### src/rtl/partition_error_monitor_if.sv
// Bundle of control, stimulus, sampled-output and result signals between the error
// monitor (slave) and the partition pair plus host that drive it (master).
interface partition_error_monitor_if #(
    parameter int IN_W  = 7,
    parameter int OUT_W = 4
);
    localparam int CNT_W = IN_W + 1;
    localparam int HAM_W = IN_W + $clog2(OUT_W + 1);
    localparam int ABS_W = IN_W + OUT_W;

    logic             start;
    logic             abort;
    logic [IN_W-1:0]  pi;
    logic [OUT_W-1:0] po_approx;
    logic [OUT_W-1:0] po_exact;
    logic             busy;
    logic             done;
    logic [CNT_W-1:0] vec_count;
    logic [CNT_W-1:0] err_count;
    logic [HAM_W-1:0] ham_sum;
    logic [ABS_W-1:0] abs_sum;
    logic [OUT_W-1:0] max_abs;

    modport master (
        output start, abort, po_approx, po_exact,
        input  pi, busy, done, vec_count, err_count, ham_sum, abs_sum, max_abs
    );

    modport slave (
        input  start, abort, po_approx, po_exact,
        output pi, busy, done, vec_count, err_count, ham_sum, abs_sum, max_abs
    );
endinterface

### src/rtl/partition_error_monitor.sv
// Exhaustive sweep of a partition's input space, scoring the approximate output against
// the exact reference: mismatch count, Hamming distance, absolute error sum and maximum.
module partition_error_monitor #(
    parameter int IN_W   = 7,
    parameter int OUT_W  = 4,
    parameter int SETTLE = 1
) (
    input  logic                     clk,
    input  logic                     rst,
    partition_error_monitor_if.slave bus
);
    localparam int CNT_W = IN_W + 1;
    localparam int PC_W  = $clog2(OUT_W + 1);
    localparam int HAM_W = IN_W + PC_W;
    localparam int ABS_W = IN_W + OUT_W;
    localparam logic [IN_W-1:0] PI_LAST     = {IN_W{1'b1}};
    localparam logic [7:0]      SETTLE_INIT = 8'(SETTLE);

    typedef enum logic [1:0] {
        S_IDLE   = 2'd0,
        S_WAIT   = 2'd1,
        S_SAMPLE = 2'd2,
        S_DONE   = 2'd3
    } state_t;

    function automatic logic [PC_W-1:0] popcount(input logic [OUT_W-1:0] v);
        logic [PC_W-1:0] n;
        n = '0;
        for (int i = 0; i < OUT_W; i++) begin
            n = n + PC_W'(v[i]);
        end
        return n;
    endfunction

    state_t           state_r, state_s;
    logic [IN_W-1:0]  pi_r, pi_s;
    logic [7:0]       settle_r, settle_s;
    logic             busy_r, busy_s;
    logic             done_r, done_s;
    logic [CNT_W-1:0] vec_r, vec_s;
    logic [CNT_W-1:0] err_r, err_s;
    logic [HAM_W-1:0] ham_r, ham_s;
    logic [ABS_W-1:0] abs_r, abs_s;
    logic [OUT_W-1:0] max_r, max_s;

    logic [OUT_W:0]   diff_s;
    logic [OUT_W:0]   neg_diff_s;
    logic [OUT_W-1:0] abs_diff_s;
    logic             mismatch_s;

    // Per-vector error metrics; the difference is taken one bit wider so its sign is visible.
    always_comb begin
        diff_s     = {1'b0, bus.po_approx} - {1'b0, bus.po_exact};
        neg_diff_s = {(OUT_W+1){1'b0}} - diff_s;
        mismatch_s = (bus.po_approx != bus.po_exact);
        if (diff_s[OUT_W]) begin
            abs_diff_s = neg_diff_s[OUT_W-1:0];
        end else begin
            abs_diff_s = diff_s[OUT_W-1:0];
        end
    end

    // Sweep sequencing, accumulation and status flags derived from the next state.
    always_comb begin
        state_s  = state_r;
        pi_s     = pi_r;
        settle_s = settle_r;
        vec_s    = vec_r;
        err_s    = err_r;
        ham_s    = ham_r;
        abs_s    = abs_r;
        max_s    = max_r;
        case (state_r)
            S_IDLE, S_DONE: begin
                if (bus.start) begin
                    state_s  = S_WAIT;
                    pi_s     = {IN_W{1'b0}};
                    settle_s = SETTLE_INIT;
                    vec_s    = {CNT_W{1'b0}};
                    err_s    = {CNT_W{1'b0}};
                    ham_s    = {HAM_W{1'b0}};
                    abs_s    = {ABS_W{1'b0}};
                    max_s    = {OUT_W{1'b0}};
                end else begin
                    state_s = state_r;
                end
            end
            S_WAIT: begin
                if (bus.abort) begin
                    state_s = S_DONE;
                end else if (settle_r == 8'd0) begin
                    state_s = S_SAMPLE;
                end else begin
                    settle_s = settle_r - 8'd1;
                end
            end
            S_SAMPLE: begin
                vec_s = vec_r + CNT_W'(1'b1);
                err_s = err_r + CNT_W'(mismatch_s);
                ham_s = ham_r + HAM_W'(popcount(bus.po_approx ^ bus.po_exact));
                abs_s = abs_r + ABS_W'(abs_diff_s);
                if (abs_diff_s > max_r) begin
                    max_s = abs_diff_s;
                end else begin
                    max_s = max_r;
                end
                // An abort here still scores the vector but leaves pi on it.
                if (bus.abort || (pi_r == PI_LAST)) begin
                    state_s = S_DONE;
                end else begin
                    pi_s     = pi_r + IN_W'(1'b1);
                    settle_s = SETTLE_INIT;
                    state_s  = S_WAIT;
                end
            end
            default: begin
                state_s = S_IDLE;
            end
        endcase
        if ((state_s == S_WAIT) || (state_s == S_SAMPLE)) begin
            busy_s = 1'b1;
        end else begin
            busy_s = 1'b0;
        end
        if (state_s == S_DONE) begin
            done_s = 1'b1;
        end else begin
            done_s = 1'b0;
        end
    end

    // State and result registers with synchronous reset.
    always_ff @(posedge clk) begin
        if (rst) begin
            state_r  <= S_IDLE;
            pi_r     <= {IN_W{1'b0}};
            settle_r <= 8'd0;
            busy_r   <= 1'b0;
            done_r   <= 1'b0;
            vec_r    <= {CNT_W{1'b0}};
            err_r    <= {CNT_W{1'b0}};
            ham_r    <= {HAM_W{1'b0}};
            abs_r    <= {ABS_W{1'b0}};
            max_r    <= {OUT_W{1'b0}};
        end else begin
            state_r  <= state_s;
            pi_r     <= pi_s;
            settle_r <= settle_s;
            busy_r   <= busy_s;
            done_r   <= done_s;
            vec_r    <= vec_s;
            err_r    <= err_s;
            ham_r    <= ham_s;
            abs_r    <= abs_s;
            max_r    <= max_s;
        end
    end

    assign bus.pi        = pi_r;
    assign bus.busy      = busy_r;
    assign bus.done      = done_r;
    assign bus.vec_count = vec_r;
    assign bus.err_count = err_r;
    assign bus.ham_sum   = ham_r;
    assign bus.abs_sum   = abs_r;
    assign bus.max_abs   = max_r;
endmodule

### src/flat_wrapper.sv
// flat-port wrapper written by rule: the top's interface ports become plain ports
module partition_error_monitor_flat 
#(
    parameter int IN_W   = 7,
    parameter int OUT_W  = 4,
    parameter int SETTLE = 1
)
  (clk, rst, bus_start, bus_abort, bus_po_approx, bus_po_exact, bus_pi, bus_busy, bus_done, bus_vec_count, bus_err_count, bus_ham_sum, bus_abs_sum, bus_max_abs);
  partition_error_monitor_if #(.IN_W(IN_W), .OUT_W(OUT_W)) bus_i ();
  input  logic clk;
  input  logic rst;
  input wire logic [$bits(bus_i.start)-1:0] bus_start;
  input wire logic [$bits(bus_i.abort)-1:0] bus_abort;
  input wire logic [$bits(bus_i.po_approx)-1:0] bus_po_approx;
  input wire logic [$bits(bus_i.po_exact)-1:0] bus_po_exact;
  output wire logic [$bits(bus_i.pi)-1:0] bus_pi;
  output wire logic [$bits(bus_i.busy)-1:0] bus_busy;
  output wire logic [$bits(bus_i.done)-1:0] bus_done;
  output wire logic [$bits(bus_i.vec_count)-1:0] bus_vec_count;
  output wire logic [$bits(bus_i.err_count)-1:0] bus_err_count;
  output wire logic [$bits(bus_i.ham_sum)-1:0] bus_ham_sum;
  output wire logic [$bits(bus_i.abs_sum)-1:0] bus_abs_sum;
  output wire logic [$bits(bus_i.max_abs)-1:0] bus_max_abs;
  assign bus_i.start = bus_start;
  assign bus_i.abort = bus_abort;
  assign bus_i.po_approx = bus_po_approx;
  assign bus_i.po_exact = bus_po_exact;
  assign bus_pi = bus_i.pi;
  assign bus_busy = bus_i.busy;
  assign bus_done = bus_i.done;
  assign bus_vec_count = bus_i.vec_count;
  assign bus_err_count = bus_i.err_count;
  assign bus_ham_sum = bus_i.ham_sum;
  assign bus_abs_sum = bus_i.abs_sum;
  assign bus_max_abs = bus_i.max_abs;
  partition_error_monitor #(.IN_W(IN_W), .OUT_W(OUT_W), .SETTLE(SETTLE)) u_core (.clk(clk), .rst(rst), .bus(bus_i));
endmodule
### config.mk
export PLATFORM = sky130hd
export DESIGN_NAME = partition_error_monitor_flat
export DESIGN_NICKNAME = d
export VERILOG_FILES = /design/src/rtl/partition_error_monitor_if.sv /design/src/rtl/partition_error_monitor.sv /design/src/flat_wrapper.sv
export SDC_FILE = /design/constraint.sdc
export NUM_CORES = 1
export LEC_CHECK = 0
export ABC_AREA = 1
export CAP_MARGIN = 5
export CORE_MARGIN = 3
export CORE_UTILIZATION = 35
export DETAILED_ROUTE_END_ITERATION = 10
export SLEW_MARGIN = 20
export SYNTH_ARGS = -nofsm -noshare
export SYNTH_HDL_FRONTEND = slang
export SYNTH_SLANG_ARGS = --single-unit
export TNS_END_PERCENT = 5
### constraint.sdc
create_clock -name clk -period 4.2 [get_ports clk]
set_clock_uncertainty 0.2 [all_clocks]
set_input_delay 0.84 -clock clk [delete_from_list [all_inputs] [get_ports clk]]
set_output_delay 0.84 -clock clk [all_outputs]
set_load 0.005 [all_outputs]
==> flow_summary.yaml, run 1 <==
setup_path:
  crit_path_end_kind: "register"
  crit_fanout: 4
  cp-start-kind: "input port"
  worstPathArrival_ps: 3860
  criticalPathCategory: "input port to register"
  crit_required_ps: 4260
timing:
  hold_violations: 0
  period_minus_slack_ps: 3800
  tns_ps: 0
  fmax_mhz: 263
  post-route-period-util_pct: 90.4
  worst_pin_slew_ps: 624
  drv_slew: 0
  setup_viol: 0
  slew_headroom_pct: 57.9
  rsz0062_at_grt: "no"
  setup_ws_ps: 402
clock_network:
  clk_latency_ps: 340
  cts_made_buffers: 9
  clock-root-buffer: "clkbuf_8"
  cts_resized: 0
  htreeDepth: 3
  cts.path.max_buffers: 2
  clk_pin_slew_worst_paths_ps: 70
  cts_tree: "yes"
  cts_hold_buf: 0
  clock_sinks: 60
  post_cts_buffers: 0
detailed_routing:
  ant_nets: 0
  drt_wl_total_mm: 8.46
  wl_per_cell_um: 11.6
  via_per_inst: 4.70
  route.detailed.drc: 0
  vias: 3419
  drtPass1Iterations: 5
  drt_iter0_markers: 154
synthesis:
  netlist_instances: 521
  async_reset_ff_share_pct: 0
  avgSynthCellArea_um2: 7.06
  synth.distinct_cells: 38
  ys_seq_area_share_pct: 32.7
  syn_area_um2: 3680
  ys_warn_count: 0
  synth-edff-count: 0
  synth-seq-cells: 60
  synthesis.nets: 564
  synth_ff_type: "dfxtp_1"
status:
  status: "finished, final reports clean"
die:
  core_um2: 10000
  die_w_um: 109
  ios: 62
  rows: 36
  die_h_um: 109
  start_util_pct: 36.8
  die-area_um2: 11800
hold_path:
  min_path_type: "register to register"
grt:
  track_usage_pct: 15.3
  grt_first_pass_wirelength_mm: 14.5
  grt_max_degree: 32
  grt-ovfl-total: 0
  antenna_found_initial: 0
  grt_pass1_vias: 3199
placed_design:
  dp_slack_ps: 38.7
  numPortBuffers: 61
  dpl.cell_count: 711
  hpwl_mm: 6.48
  routabilityCongestion: 0.830
layout:
  finalNonFillerCells: 727
  drive_gt1_share_pct: 9.60
  nFillCells: 1040
  antenna_cells: 0
  areaGrowthSynthToFinish_pct: 27.1
  nets: 632
power:
  power.static_leakage_nw: 1.93
  p_per_area_nw_per_um2: 458
  ir_drop_uv: 327
  finalPower_w: 0.00214
flow_run:
  drv_cap: 0
cells by family after synthesis:
kind of cell | Yosys count | share of synthesized area [%]
buf+inv | 89 | 10.2
compound gates | 75 | 11.8
simple gates | 262 | 33.1
xor+xnor | 4 | 0.953
fa+ha+maj | 31 | 11.4
flops | 60 | 32.7
metal layers:
| metal | wire [µm] | GRT usage, % | share of wire, % | up-vias |
|---|---|---|---|---|
| li1 | - | - | - | 1793 |
| met1 | 3890 | 19.4 | 46 | 1552 |
| met2 | 4100 | 25.6 | 49 | 62 |
| met3 | 333 | 3.52 | 3.9 | 12 |
| met4 | 132 | 5.14 | 1.6 | 0 |
| met5 | 0 | 0 | 0 | - |
sequential cells by signal, indices dropped and copies added (netlist names):
| name | cells |
|---|---|
| u_core.bus.pi | 7 |
| u_core.bus.err_count | 8 |
| u_core.bus.abs_sum | 11 |
| u_core.bus.ham_sum | 10 |
| u_core.bus.max_abs | 4 |
| u_core.bus.busy | 1 |
| u_core.bus.vec_count | 8 |
| u_core.settle_r | 8 |
| u_core.state_r | 2 |
| u_core.bus.done | 1 |
path summary, 6_finish.rpt:
path                                    from                                  to  slack, ps  cells after the start
max                         bus_po_approx[0]  u_core.bus.ham_sum[8]$_SDFFE_PP0P_        400                     18
min          u_core.settle_r[7]$_SDFFE_PP0P_     u_core.settle_r[7]$_SDFFE_PP0P_        280                      2
max reg2reg     u_core.state_r[0]$_SDFF_PP0_  u_core.bus.ham_sum[4]$_SDFFE_PP0P_       1910                     11
min reg2reg  u_core.settle_r[7]$_SDFFE_PP0P_     u_core.settle_r[7]$_SDFFE_PP0P_        280                      2
synth_stat cells (all sizes together) (2+ instances only):
cell / count / area share (%)
buf: 4 / 1.1
clkbuf: 3 / 0.31
nor2: 69 / 8.1
ha: 27 / 9.2
xor2: 2 / 0.48
dfxtp: 60 / 33
inv: 82 / 8.8
o21bai: 2 / 0.41
nor3: 12 / 1.6
xnor2: 2 / 0.48
nand2: 139 / 16
fa: 4 / 2.2
o21ai: 22 / 3.4
nand3: 32 / 5.2
nand4: 6 / 1.2
a21oi: 48 / 7.3
area by class of cell:
cell class                      instances  area, µm²  area share [%]
Clock buffer                           10        138            2.94
Clock inverter                          6        111            2.38
Inverter                               82        325            6.96
Multi-Input combinational cell        372       2100            44.9
Sequential cell                        60       1200            25.7
Tap cell                              133        166            3.56
Timing Repair Buffer                   64        633            13.5
layout by cell type, fill, tap and decap left out, drive strengths merged, types with 3 or more instances in the layout:
master / count
nand4: 6
nor2: 69
buf: 3
o21ai: 22
nand3: 32
clkdlybuf4s50: 61
inv: 82
nand2: 139
a21oi: 48
bufinv: 3
nor3: 12
clkbuf: 10
ha: 27
dfxtp: 60
fa: 4
where the power goes:
part / leakage [nW] / total, W / internal (W) / switching [W]
Sequential: 0.485 / 0.000647 / 0.000611 / 0.0000356
Clock: 0.122 / 0.000648 / 0.000410 / 0.000238
Combinational: 1.33 / 0.000849 / 0.000285 / 0.000564
critical path: stages:
cell and delay (ps):
clkdlybuf4s50_1 450, inv_1 40, ha_1 340, inv_1 120, ha_1 290, inv_1 40
fa_1 420, inv_1 60, ha_1 160, inv_1 60, fa_1 360, inv_1 70
nand2_1 60, nand2_1 120, nand3_4 110, nor2_1 110, a21oi_1 70, nor3_1 140
through the flow:
step	cell area (µm²)	hold WS [ps]	util, %
after floorplan	3680	258	-
after global placement	4430	271	44.3
after detailed placement	4430	273	44.3
after CTS	4680	284	46.8
after global routing	4680	307	46.8
final	4680	284	46.8
(Power assumes the default switching activity.)
==> run 2, diff against run 1 <==
Settings changed: ABC_CLOCK_PERIOD_IN_PS set to 4200, PLACE_DENSITY set to 0.65.
==> flow_summary.yaml, run 2 (synthesis gave the netlist of run 1 again) <==
layout:
  antenna_cells: 0
  seq_area_um2: 1200
  layout_common_cells: "nand2_1 (128), inv_1 (78), nor2_1 (62), clkdlybuf4s50_1 (61), dfxtp_1 (60)"
  fin_area_um2: 4600
  nets: 631
  largest_reg_flops: 11
  drive_gt1_share_pct: 8.78
  nFillCells: 1006
  multi_input_area_um2: 2100
  finalNonFillerCells: 725
  final_common_cell: "nand2_1"
  areaGrowthSynthToFinish_pct: 25.2
setup_path:
  criticalPathCategory: "input port to register"
  crit_required_ps: 4260
  reg2reg_slack_ps: 1880
  worst_path_most_repeated_cell: "inv_1"
  cp-start-kind: "input port"
  crit_path_end_kind: "register"
  crit_start: "bus_po_approx[0]"
  cpPeakStageDelay_ps: 450
  cp_slowest_cell: "clkdlybuf4s50_1"
  timing.rr.start: "u_core.state_r[0]$_SDFF_PP0_"
  worstPathArrival_ps: 3840
  path_cells: "clkdlybuf4s50_1 > inv_1 > ha_1 > inv_1 > ha_1 > inv_1 > fa_1 > inv_1 > ha_1 > inv_1 > fa_1 > inv_1 > nand2_1 > nand2_1 > nand3_4 > nor2_1 > a21oi_1 > nor3_1"
  crit_fanout: 4
clock_network:
  clock_sinks: 60
  clk_pin_slew_worst_paths_ps: 60
  cts_resized: 0
  cts.path.max_buffers: 2
  clock-root-buffer: "clkbuf_8"
  cts_tree: "yes"
  clk_latency_ps: 340
  post_cts_buffers: 0
  htreeDepth: 3
  cts_hold_buf: 0
  cts_made_buffers: 9
detailed_routing:
  drtPass1Iterations: 4
  vias: 3397
  via_per_inst: 4.69
  route.detailed.drc: 0
  ant_nets: 0
  wl_per_cell_um: 11.4
  drt_iter0_markers: 144
  drt_wl_total_mm: 8.29
timing:
  tns_ps: 0
  rsz0062_at_grt: "no"
  drv_slew: 0
  slew_headroom_pct: 57.3
  period_minus_slack_ps: 3780
  setup_viol: 0
  fmax_mhz: 264
  post-route-period-util_pct: 90.0
  hold_violations: 0
  setup_ws_ps: 419
  worst_pin_slew_ps: 634
die:
  die_w_um: 109
  ios: 62
  rows: 36
  die_h_um: 109
  start_util_pct: 36.8
  core_um2: 10000
  die-area_um2: 11800
grt:
  grt_pass1_vias: 3309
  track_usage_pct: 15.3
  grt-ovfl-total: 0
  grt_first_pass_wirelength_mm: 14.5
  grt_max_degree: 32
  antenna_found_initial: 0
placed_design:
  dp_slack_ps: 85.6
  hpwl_mm: 6.36
  routabilityCongestion: 0.808
  postPlaceCellArea_um2: 4420
  dpl.cell_count: 710
  numPortBuffers: 61
power:
  ir_drop_uv: 295
  power.static_leakage_nw: 1.90
  p_per_area_nw_per_um2: 434
status:
  status: "finished, final reports clean"
hold_path:
  min_path_type: "register to register"
  min_from: "u_core.bus.pi[6]$_SDFFE_PP0P_"
flow_run:
  drv_cap: 0
## run 2: cell types whose count changed in the layout (fill, tap and decap cells not counted), sizes merged
cell	change
clkbuf	+3
bufinv	-2
clkinv	-1
clkinvlp	-1
buf	-1
## run 2: layout make-up
cell class	instances	share of cell area [%]
repair buffers	63	13.6
well taps	133	3.61
clock buffers	13	3.23
clock inverters	2	0.761
multi-input cells	372	45.7
flip-flops and latches	60	26.1
inverters	82	7.07
## run 2: final timing paths
path,cells after the start,end
max,18,u_core.bus.ham_sum[8]$_SDFFE_PP0P_
min,2,u_core.bus.pi[6]$_SDFFE_PP0P_
max reg2reg,11,u_core.bus.ham_sum[4]$_SDFFE_PP0P_
min reg2reg,2,u_core.bus.pi[6]$_SDFFE_PP0P_
## run 2: worst max-delay path, delay by kind of cell
family | cells | cell delay, ps
compound gates | 1 | 70
fa+ha+maj | 5 | 1560
buf+inv | 7 | 830
simple gates | 5 | 530
## run 2: metrics by stage
step                      hold slack, ps  util [%]  total power, W
after detailed placement             276      44.2         0.00152
final                                282      46.0         0.00200
after global routing                 304      46.0         0.00217
after global placement               271      44.2         0.00150
after CTS                            287      46.0         0.00203
after floorplan                      258         -         0.00134
## run 2: metal layers
| metal | global-route usage (%) | share of wire (%) | up-vias |
|---|---|---|---|
| li1 | - | - | 1790 |
| met1 | 18.8 | 47 | 1538 |
| met2 | 26.0 | 48 | 54 |
| met3 | 3.46 | 3.5 | 15 |
| met4 | 5.41 | 1.8 | 0 |
| met5 | 0 | 0 | - |
## run 2: power breakdown
part           total [W]  switching (W)  leakage [nW]  internal (W)
registers       0.000645      0.0000335         0.485      0.000611
clock network   0.000500       0.000213        0.0935      0.000287
logic           0.000854       0.000572          1.32      0.000282
